## config.mk

```make
export PLATFORM = sky130hd
export DESIGN_NAME = ball_draw_ctrl
export DESIGN_NICKNAME = d
export VERILOG_FILES = /design/src/rtl/ball_draw_ctrl.sv
export SDC_FILE = /design/constraint.sdc
export NUM_CORES = 1
export LEC_CHECK = 0
export ABC_CLOCK_PERIOD_IN_PS = 1740
export CAP_MARGIN = 20
export CORE_MARGIN = 2
export CORE_UTILIZATION = 53
export DETAILED_ROUTE_END_ITERATION = 7
export HOLD_SLACK_MARGIN = 0.12
export PLACE_DENSITY = 0.73
export SYNTH_ARGS = -nofsm -noshare
export SYNTH_HDL_FRONTEND = slang
export SYNTH_SLANG_ARGS = --single-unit
```

## constraint.sdc

```tcl
create_clock -name clk -period 1.74 [get_ports clk]
set_input_delay 0.261 -clock clk [delete_from_list [all_inputs] [get_ports clk]]
set_output_delay 0.261 -clock clk [all_outputs]
set_load 0.01 [all_outputs]
```

## src/rtl/ball_draw_ctrl.sv

```systemverilog
// Ball render sequencer: requests clear-old / draw-new (or score black-screen),
// waits for renderer done strobes, then releases a single physics move_tick.
module ball_draw_ctrl #(
    parameter int unsigned PAUSE_FRAMES = 15,
    parameter int unsigned TIMEOUT      = 400000
) (
    input  logic       clk,
    input  logic       reset,
    input  logic       enable,
    input  logic       frameTick,
    input  logic       lhs_scored,
    input  logic       rhs_scored,
    input  logic       done_clearOld,
    input  logic       done_drawNew,
    input  logic       done_blackScreen,
    output logic       clearOld_pulse,
    output logic       drawNew_pulse,
    output logic       blackScreen_pulse,
    output logic       plot,
    output logic       move_tick,
    output logic       busy,
    output logic [7:0] overrun_cnt,
    output logic       timeout_err
);

    localparam int unsigned WD_W = $clog2(TIMEOUT) + 1;
    localparam int unsigned PC_W = $clog2(PAUSE_FRAMES) + 1;
    localparam int unsigned OV_W = 8;

    typedef enum logic [2:0] {
        S_INIT  = 3'd0,
        S_IDLE  = 3'd1,
        S_CLEAR = 3'd2,
        S_DRAW  = 3'd3,
        S_BLACK = 3'd4,
        S_PAUSE = 3'd5
    } state_t;

    state_t            state_q, state_d;
    logic              score_pend_q, score_pend_d;
    logic [WD_W-1:0]   wdog_q, wdog_d;
    logic [PC_W-1:0]   pause_q, pause_d;
    logic [OV_W-1:0]   overrun_q, overrun_d;
    logic              timeout_err_q, timeout_err_d;
    logic              move_tick_q, move_tick_d;
    logic              clr_q, clr_d;
    logic              drw_q, drw_d;
    logic              blk_q, blk_d;
    logic              plot_q, plot_d;
    logic              busy_q, busy_d;

    logic              in_phase;
    logic              expired;
    logic              drop;

    // Next-state, watchdog, counters and registered-output decode
    always_comb begin
        state_d       = state_q;
        score_pend_d  = score_pend_q;
        wdog_d        = '0;
        pause_d       = pause_q;
        overrun_d     = overrun_q;
        timeout_err_d = timeout_err_q;
        move_tick_d   = 1'b0;

        in_phase = (state_q == S_INIT) || (state_q == S_CLEAR) ||
                   (state_q == S_DRAW) || (state_q == S_BLACK);
        expired  = in_phase && (wdog_q == WD_W'(TIMEOUT - 1));

        unique case (state_q)
            S_INIT: begin
                if (done_blackScreen) begin
                    state_d = S_IDLE;
                end else if (expired) begin
                    state_d       = S_IDLE;
                    timeout_err_d = 1'b1;
                end
            end
            S_IDLE: begin
                if (frameTick && enable) begin
                    if (score_pend_q) begin
                        state_d      = S_BLACK;
                        score_pend_d = 1'b0;
                    end else begin
                        state_d = S_CLEAR;
                    end
                end
            end
            S_CLEAR: begin
                if (done_clearOld) begin
                    state_d = S_DRAW;
                end else if (expired) begin
                    state_d       = S_IDLE;
                    timeout_err_d = 1'b1;
                end
            end
            S_DRAW: begin
                if (done_drawNew) begin
                    state_d     = S_IDLE;
                    move_tick_d = 1'b1;
                end else if (expired) begin
                    state_d       = S_IDLE;
                    timeout_err_d = 1'b1;
                end
            end
            S_BLACK: begin
                if (done_blackScreen) begin
                    state_d = S_PAUSE;
                    pause_d = '0;
                end else if (expired) begin
                    state_d       = S_IDLE;
                    timeout_err_d = 1'b1;
                end
            end
            S_PAUSE: begin
                if (frameTick) begin
                    if (pause_q == PC_W'(PAUSE_FRAMES - 1)) begin
                        state_d = S_IDLE;
                    end else begin
                        pause_d = pause_q + PC_W'(1);
                    end
                end
            end
            default: state_d = S_INIT;
        endcase

        // A score seen on the S_BLACK entry edge re-arms rather than being lost
        if (lhs_scored || rhs_scored) begin
            score_pend_d = 1'b1;
        end

        if (in_phase && (state_d == state_q)) begin
            wdog_d = wdog_q + WD_W'(1);
        end

        drop = frameTick && (in_phase || ((state_q == S_IDLE) && !enable));
        if (drop && (overrun_q != {OV_W{1'b1}})) begin
            overrun_d = overrun_q + OV_W'(1);
        end

        clr_d  = (state_d == S_CLEAR);
        drw_d  = (state_d == S_DRAW);
        blk_d  = (state_d == S_INIT) || (state_d == S_BLACK);
        plot_d = clr_d || drw_d || blk_d;
        busy_d = (state_d != S_IDLE);
    end

    always_ff @(posedge clk) begin
        if (reset) begin
            state_q       <= S_INIT;
            score_pend_q  <= 1'b0;
            wdog_q        <= '0;
            pause_q       <= '0;
            overrun_q     <= '0;
            timeout_err_q <= 1'b0;
            move_tick_q   <= 1'b0;
            clr_q         <= 1'b0;
            drw_q         <= 1'b0;
            blk_q         <= 1'b0;
            plot_q        <= 1'b0;
            busy_q        <= 1'b0;
        end else begin
            state_q       <= state_d;
            score_pend_q  <= score_pend_d;
            wdog_q        <= wdog_d;
            pause_q       <= pause_d;
            overrun_q     <= overrun_d;
            timeout_err_q <= timeout_err_d;
            move_tick_q   <= move_tick_d;
            clr_q         <= clr_d;
            drw_q         <= drw_d;
            blk_q         <= blk_d;
            plot_q        <= plot_d;
            busy_q        <= busy_d;
        end
    end

    assign clearOld_pulse    = clr_q;
    assign drawNew_pulse     = drw_q;
    assign blackScreen_pulse = blk_q;
    assign plot              = plot_q;
    assign move_tick         = move_tick_q;
    assign busy              = busy_q;
    assign overrun_cnt       = overrun_q;
    assign timeout_err       = timeout_err_q;

endmodule
```

**Yosys cells after proc, flatten, opt, wreduce, memory -nomap -nowiden**

Cells that the tools add are included.

- Equality and inequality tests: 19
- Bitwise logic cells: 2
- Add/subtract/negate cells: 3
- Reductions and logical operators: 27
- Muxes and demuxes: 23

Operators by type and width:

| operator | count |
|---|---|
| 3-bit 2-to-1 mux | 9 |
| 20-bit by 1-bit adder with 20-bit output (second input constant) | 1 |
| 20-bit by 19-bit == test with 1-bit output (second input constant) | 1 |
| 3-bit case mux with 6 select lines | 1 |
| 5-bit 2-to-1 mux | 3 |
| 3-bit by 2-bit == test with 1-bit output (second input constant) | 4 |
| 2-bit != test (second input constant) | 6 |
| 5-bit case mux with 2 select lines | 1 |
| 3-bit == test (second input constant) | 3 |
| 8-bit by 1-bit adder with 8-bit output (second input constant) | 1 |
| 1-bit logical OR | 8 |
| 1-bit 2-to-1 mux | 8 |
| 8-bit != test (second input constant) | 1 |
| 4-bit AND reduction | 2 |
| 1-bit logical AND | 6 |
| 3-bit zero test | 2 |
| 2-bit nonzero test | 3 |
| 2-bit OR reduction | 3 |
| 5-bit by 1-bit adder with 5-bit output (second input constant) | 1 |
| 5-bit by 4-bit == test with 1-bit output (second input constant) | 1 |
| 3-bit by 1-bit == test with 1-bit output (second input constant) | 1 |
| 3-bit == test | 1 |
| 3-bit by 1-bit != test with 1-bit output (second input constant) | 1 |
| 1-bit case mux with 3 select lines | 1 |
| other kinds (4) | 5 |

- Output and inout port bits: 15
- Bits of input ports: 9
- Logic and storage cells: 86
- Flip-flop bits (word level): 44

**Depth between registers and ports, before layout**

Gate-level depths: netlist of run 1.

- Depth in word-level cells: 12
- Mapped depth: 7
- Depth with buffers taken out: 7

**Worst setup path after synthesis of run 1**

Ideal clock, no wire load.

- Kind: reg2reg
- From: reg overrun_q[0] (netlist: overrun_cnt[0])
- To: reg overrun_q[1] (netlist: overrun_cnt[1])
- Library setup time: 128 ps
- Slack: 52 ps
- Stages on the path, launching flop included: 8
- Buffers on the path: 1
- Arrival time: 1560 ps
- Clock period less this slack: 1688 ps
- Required time: 1612 ps
- Path through: dfxtp_1 ha_1 nand2_1 or3_1 nand3_1 buf_2 mux2i_1 nor2_1

- Word-level cells in the longest chain between the ends: 2

Ends and longest elaborated chain:

| item | line | text |
|---|---|---|
| from (decl) | 43 | `logic [OV_W-1:0] overrun_q, overrun_d;` |
| from (signal assigned) | 167 | `overrun_q <= overrun_d;` |
| parallel branches: the longest is 2 deep, another holds 8-bit by 1-bit adder with 8-bit output | n/a |  |

Parallel ways; which one is timed is not known.
A chain may end at the register's enable or synchronous reset.

**Worst setup path in the final report of run 1**

- From: in frameTick
- To: reg blk_q (netlist: blackScreen_pulse)

- Word-level cells in the longest chain between the ends: 5

Ends and longest elaborated chain:

| item | line | text |
|---|---|---|
| from (decl) | 10 | `input logic frameTick,` |
| 1-bit logical AND | 80 | `if (frameTick && enable) begin` |
| 3-bit 2-to-1 mux | 80 |  |
| 3-bit case mux with 6 select lines * | 70 | `unique case (state_q)` |
| 3-bit == test or 3-bit zero test (tied branches) | 143 | `blk_d = (state_d == S_INIT) \|\| (state_d == S_BLACK);` |
| 1-bit logical OR * | 143 |  |
| to (signal assigned) | 172 | `blk_q <= blk_d;` |
| to (decl) | 48 | `logic blk_q, blk_d;` |

Mark *: on every way between the ends. The rest lies on a longest branch, timed or not.

==> run metrics, run 1 <==
run status completed; full die area 4398 sq um; Worst Hold End wdog_q[0]; Max Cap Violations 0; count of unique library cells instantiated by Yosys 46; number of iterations in the first detailed-routing pass 4; synthesized flop and latch total 44; area of the mapped netlist 2058 sq um; Starting Density 0.5580; wire per inst 12.16 microns; count of pins on the block boundary 24; Pins Over Slew Limit 0; instance count along the most critical hold path 1; number of endpoints failing setup at the final stage 0; most common cell after layout, fill and taps aside dfxtp_1; largest cells by area after synthesis dfxtp_1 (43%), nor2_1 (6.0%), xnor2_1 (5.1%), xor2_1 (4.7%), nand2_1 (4.2%); setup slack on the worst flop-to-flop path 0.13 ns; required time of the worst setup path 1.92 ns; achievable clock frequency 604.8 MHz; buffers and inverters on the worst path 1; net count of the mapped netlist 251; Main synth FF type dfxtp_1; clock input transition at the sequential cells of the worst setup and hold paths 0.08 ns; part of the Yosys area used for sequential elements 0.4280; # Post-CTS Setup Buffers 0; insertion delay of the later-clocked pin in the worst-skew pair 0.29 ns; y dimension of the die 66.32 microns; Clk Tree Root Cell clkbuf_8; average cell area after synthesis 8.648 sq um; sequence of cells on the critical path clkdlybuf4s50_1 > nand3b_1 > or3_1 > o22a_2 > nor3b_2; vias in the first global route 1567; area grow syn2layout 26.26%; setup repair after global routing missed its margin no; Synth top area share 0.4280; Final Non-Filler Cells 330; Post-route DRC 0; remaining antenna violation count after routing 0; core area 3689 sq um; number of enable flip-flop cells after synthesis 0; worst setup skew after layout 0.004503 ns; std cell rows 22; count of inserted antenna diode cells 0; category of the worst setup path capture point flop; antenna violations before repair 0; tightest slew margin relative to the limit 0.8042; total number of vias 1765; count of endpoints failing hold in the final timing report 0; cells after synthesis 238; CP delay by family, top simple AND/OR/NAND/NOR gates; final critical-path share of the clock period 0.9503; clock sink count 44; Detailed Place HPWL 2859 microns; total negative setup slack 0 ns; leakage power total 0.9293 nW; cell count after placement 323; total global routing track utilization 0.2001; post-synthesis async set-or-reset flop share 0; r2r startpoint overrun_cnt[0]; Die X-Extent 66.32 microns; startpoint type of the worst setup path input pin; most frequent cells in the layout dfxtp_1 (43), nor2_1 (33), nand2_1 (23), clkdlybuf4s50_1 (23), buf_4 (22); worst slew pin tran 0.2914 ns; H-tree lvl count 2; cell taking the most area after synthesis dfxtp_1; type of the setup path with the least slack input pin to flop; shortest period the worst path allows 1.654 ns; clock tree from TritonCTS done; hold path startpoint wdog_q[0]; worst voltage drop across the vdd grid 0.0004496 V; total CTS buffers 5; number of warnings printed during yosys synthesis 0; number of port buffers 23; deepest clock path buffer count 2; Slowest-stage cell, CP clkdlybuf4s50_1; delay of the slowest critical-path stage 0.58 ns; Tightest Hold Check Type flop to flop; power density over the cells 711.5 nW/um^2; fraction of layout instances using a drive strength above 1 0.1738; leftover overflow at the end of global routing 0; largest fanout of any net on the critical path 6; DR iter-0 viols 104; arrival time of the worst setup path 1.84 ns; maximum number of pins on one net before global-route repair 23; net count reported at finish 295; wire length of the first global-routing pass 6844 microns; Routed Wire Length 4013 microns; reg2reg path depth 7; post-DR vias/cell 5.348; GP Congestion 0.8246; end of the worst register-to-register path overrun_cnt[1]
[report_power, final]
part           internal, W  leakage, nW  switching (W)
sequential         0.00103        0.357      0.0000144
clock             0.000273       0.0410       0.000324
combinational     0.000108        0.531       0.000102
total              0.00141        0.929       0.000440
[cells in the mapped netlist, types with 3 or more instances]
library cell and instances:
o31ai_1 3, dfxtp_1 44, clkbuf_1 3, xnor2_1 12, inv_1 4, ha_1 4, nor2_2 5, nor3b_1 3
nor2b_1 6, nand2_1 23, buf_2 5, a21oi_1 10, nand4_1 7, nor3_1 8, o21ai_0 4, or4_1 3
or3_1 5, nand3_1 11, nor2_1 33, and3_1 3, xor2_1 11
[worst max path at each step]
stage,start,endpoint,slack (ns),cells after the start
2_1_floorplan,overrun_cnt[0],overrun_cnt[1],0.05,7
3_3_place_gp,enable,overrun_cnt[5],-0.13,6
3_5_place_dp,enable,overrun_cnt[5],-0.15,6
4_1_cts,wdog_q[0],blackScreen_pulse,0.04,6
5_1_grt,frameTick,clearOld_pulse,0.003,5
6_report,frameTick,blackScreen_pulse,0.09,5
[area by class of cell]
class	instances	area, sq um
Clock buffer	6	72.57
Tap cell	48	60.06
Clock inverter	1	5.005
Fill cell	299	1090
Multi-Input combinational cell	181	1149
Sequential cell	44	882.1
Inverter	4	15.01
Timing Repair Buffer	46	415.4
[registers in the layout, summed over array words and instances, names as in the netlist]
register,flops
clearOld_pulse,1
overrun_cnt,8
timeout_err,1
plot,1
state_q,3
wdog_q,20
score_pend_q,1
move_tick,1
pause_q,5
blackScreen_pulse,1
busy,1
drawNew_pulse,1
[metrics by stage]
stage | setup slack (ns) | hold WS (ns) | instance area, sq um | utilization | total power, W
finish | 0.08649 | 0.4273 | 2599 | 0.7045 | 0.001849
global placement | -0.1319 | 0.4321 | 2486 | 0.6740 | 0.001269
detailed placement | -0.1470 | 0.4517 | 2486 | 0.6740 | 0.001271
CTS | 0.04361 | 0.4650 | 2569 | 0.6964 | 0.001863
global route | 0.003276 | 0.4484 | 2599 | 0.7045 | 0.001931
floorplan | 0.05207 | 0.3326 | 2058 | - | 0.001167
[kinds of logic (layout without fill, tap and decap cells)]
| kind of cell | Yosys count | in the layout | synth area share |
|---|---|---|---|
| AO/OA/AOI/OAI | 29 | 29 | 0.09180 |
| XOR/XNOR | 23 | 23 | 0.09787 |
| adder cells (fa/ha/maj) | 4 | 4 | 0.02432 |
| buffers and inverters | 13 | 57 | 0.03039 |
| flip-flops | 44 | 44 | 0.4280 |
| multiplexers | 1 | 1 | 0.004863 |
| AND/OR/NAND/NOR | 124 | 124 | 0.3228 |
[timing repair]
action | CTS | global route
pin swaps | 0 | 1
setup endpoints to repair | 1 | 28
gates resized for setup | 1 | 7
hold buffers | 0 | 0
gates cloned | 0 | 0
[per-layer routing]
metal,part of all wire,vias to the layer above,global-route usage
li1,-,907,-
met1,0.47,824,0.2537
met2,0.49,29,0.3325
met3,0.037,5,0.04600
met4,0.012,0,0.06888
met5,0,-,0
Power figures use the tool's default switching activity.
==> inputs of run 2 (changes only) <==
--- a/config.mk
+++ b/config.mk
@@ -5,7 +5,6 @@
 export SDC_FILE = /design/constraint.sdc
 export NUM_CORES = 1
 export LEC_CHECK = 0
-export ABC_CLOCK_PERIOD_IN_PS = 1740
 export CAP_MARGIN = 20
 export CORE_MARGIN = 2
 export CORE_UTILIZATION = 53
==> results of run 2 <==
No change in the layout: final DEF, timing and power equal those of run 1.
==> inputs of run 3 (changes only) <==
--- a/config.mk
+++ b/config.mk
@@ -5,12 +5,14 @@
 export SDC_FILE = /design/constraint.sdc
 export NUM_CORES = 1
 export LEC_CHECK = 0
+export ABC_AREA = 1
 export CAP_MARGIN = 20
 export CORE_MARGIN = 2
 export CORE_UTILIZATION = 53
+export CTS_CLUSTER_DIAMETER = 100
 export DETAILED_ROUTE_END_ITERATION = 7
 export HOLD_SLACK_MARGIN = 0.12
-export PLACE_DENSITY = 0.73
+export PLACE_DENSITY = 0.72
 export SYNTH_ARGS = -nofsm -noshare
 export SYNTH_HDL_FRONTEND = slang
 export SYNTH_SLANG_ARGS = --single-unit
==> run 3 against run 2 <==
  * Largest cell class unchanged
  * Maximum frequency about the same
  * Clock-buffer cell count is the same
  * Clock power increased by 31%
==> run metrics, run 3 <==
Detailed Place HPWL 3564 microns; Post-route DRC 0; most flop-heavy register wdog_q; tightest slew margin relative to the limit 0.7743; startpoint type of the worst setup path flop; number of port buffers 23; instance count along the most critical hold path 2; total negative setup slack 0 ns; buffers and inverters on the worst path 1; area grow syn2layout 33.53%; Max Cap Violations 0; net count reported at finish 383; number of warnings printed during yosys synthesis 0; r2r startpoint wdog_q[0]; Die X-Extent 69.53 microns; post-DR vias/cell 4.910; full die area 4834 sq um; average cell area after synthesis 7.225 sq um; most frequent cell after synthesis nand2_1; power density over the cells 726.4 nW/um^2; clock input transition at the sequential cells of the worst setup and hold paths 0.09 ns; achievable clock frequency 604.9 MHz; vias in the first global route 1953; count of inserted antenna diode cells 0; total number of vias 2067; Tightest Hold Check Type flop to flop; Slowest-stage cell, CP dfxtp_2; cell mode on critical path nor2_2; required time of the worst setup path 1.93 ns; final critical-path share of the clock period 0.9502; commonest cells in the synthesized netlist nand2_1 (63), dfxtp_1 (44), inv_1 (43); worst setup skew after layout 0.007948 ns; antenna violations before repair 0; shortest period the worst path allows 1.653 ns; Worst Hold End timeout_err; total CTS buffers 5; part of the Yosys area used for sequential elements 0.3870; setup slack on the worst flop-to-flop path 0.09 ns; total global routing track utilization 0.2086; delay of the slowest critical-path stage 0.37 ns; Main synth FF type dfxtp_1; post-synthesis async set-or-reset flop share 0; worst slew pin tran 0.3360 ns; leakage power total 1.242 nW; remaining antenna violation count after routing 0; run status completed; synthesized flop and latch total 44; Routed Wire Length 5069 microns; hold path startpoint timeout_err; maximum number of pins on one net before global-route repair 14; clock sink count 44; end of the worst register-to-register path wdog_q[16]; count of pins on the block boundary 24; area of the mapped netlist 2276 sq um; count of endpoints failing hold in the final timing report 0; most common cell after layout, fill and taps aside nand2_1; cts-stage hold buffer count 0; arrival time of the worst setup path 1.85 ns; number of enable flip-flop cells after synthesis 0; type of the setup path with the least slack flop to flop; final hold slack 0.4770 ns; most frequent cells in the layout nand2_1 (61), inv_1 (42), dfxtp_1 (35); wire length of the first global-routing pass 8307 microns; Pins Over Slew Limit 0; cells after synthesis 315; cell taking the most area after synthesis dfxtp_1; y dimension of the die 69.53 microns; clock tree from TritonCTS done; max FFs per register 20; wire per inst 12.04 microns; count of unique library cells instantiated by Yosys 28; CP delay by family, top simple AND/OR/NAND/NOR gates; core area 4058 sq um; share of the core filled with cells 0.7490; largest fanout of any net on the critical path 5; worst voltage drop across the vdd grid 0.0004454 V; largest cells by area after synthesis dfxtp_1 (39%), nand2_1 (10%), nor2_2 (7.1%), inv_1 (7.1%), nor2_1 (5.6%); number of filler instances in the final layout 299; net count of the mapped netlist 328; sequence of cells on the critical path ha_4 > nand3_4 > nor2_4 > nand3_4 > nand2_1 > nand2_2 > nor2_2 > nor2_2 > nand2_4 > clkbuf_16 > nor2_2; number of iterations in the first detailed-routing pass 4; DR iter-0 viols 101; number of endpoints failing setup at the final stage 0; fraction of layout instances using a drive strength above 1 0.2615; std cell rows 23; leftover overflow at the end of global routing 0; Clk Tree Root Cell clkbuf_8; category of the worst setup path capture point flop; H-tree lvl count 2; Starting Density 0.5609; reg2reg path depth 11; GP Congestion 0.8660; Synth top area share 0.3870; deepest clock path buffer count 2; insertion delay of the later-clocked pin in the worst-skew pair 0.30 ns
==> run 3: area by class of cell <==
cell class                 instances  area (sq um)  area share
clock buffer                       6         72.57     0.02388
clock inverter                     2         35.03     0.01153
inverter                          47         178.9     0.05887
multi-input combinational        220          1275      0.4195
sequential                        44         897.1      0.2952
tap                               50         62.56     0.02058
timing repair buffer              52         518.0      0.1704
==> run 3: how the worst max path moves through the flow <==
stage,cells past startpoint,slack (ns),start,end
2_1_floorplan,11,0.11,wdog_q[0],wdog_q[19]
3_3_place_gp,12,-0.13,frameTick,wdog_q[5]
3_5_place_dp,12,-0.14,frameTick,wdog_q[9]
4_1_cts,11,0.003,wdog_q[0],wdog_q[9]
5_1_grt,12,-0.01,state_q[0],wdog_q[14]
6_report,11,0.09,wdog_q[0],wdog_q[16]
==> run 3: per-stage QoR <==
step | instances | worst slack [ns] | cell area [sq um] | power, W
floorplan | 315 | 0.1111 | 2276 | 0.001245
global placement | 408 | -0.1252 | 2731 | 0.001364
detailed placement | 408 | -0.1410 | 2731 | 0.001370
CTS | 417 | 0.003392 | 2888 | 0.002162
global route | 421 | -0.009651 | 3039 | 0.002302
finish | 421 | 0.08672 | 3039 | 0.002208
==> run 3: cell families after synthesis <==
family | after synthesis | share of synthesized area
and+or+nand+nor | 173 | 0.3727
adders and majority gates | 4 | 0.02199
buffers and inverters | 51 | 0.09071
xor gates and xnor gates | 19 | 0.07312
AOI/OAI and AO/OA | 24 | 0.05443
DFF | 44 | 0.3870
==> run 3: where the power goes <==
group / leakage [nW] / internal (W) / switching, W
combinational: 0.826 / 0.000184 / 0.000179
clock: 0.0552 / 0.000426 / 0.000354
sequential: 0.361 / 0.00104 / 0.0000265
total: 1.24 / 0.00165 / 0.000560
==> run 3: repair_timing <==
item,CTS,global route
pin swaps,2,6
gates cloned,1,2
gates resized for setup,7,26
buffers inserted,0,2
endpoints found under the setup margin,20,20
==> run 3: per-layer routing <==
layer  vias to the layer above  part of all wire  global-route usage
met2                        18              0.50              0.3536
met4                         0             0.012             0.07407
met1                       955              0.47              0.2661
met5                         -                 0                   0
met3                         6             0.021             0.03634
li1                       1088                 -                   -
==> run 3: worst register-to-register path, delay by kind of cell, from the launching register on <==
| family | cells | cell delay [ns] |
|---|---|---|
| flops | 1 | 0.37 |
| buf+inv | 1 | 0.17 |
| simple gates | 9 | 0.85 |
| fa+ha+maj | 1 | 0.16 |
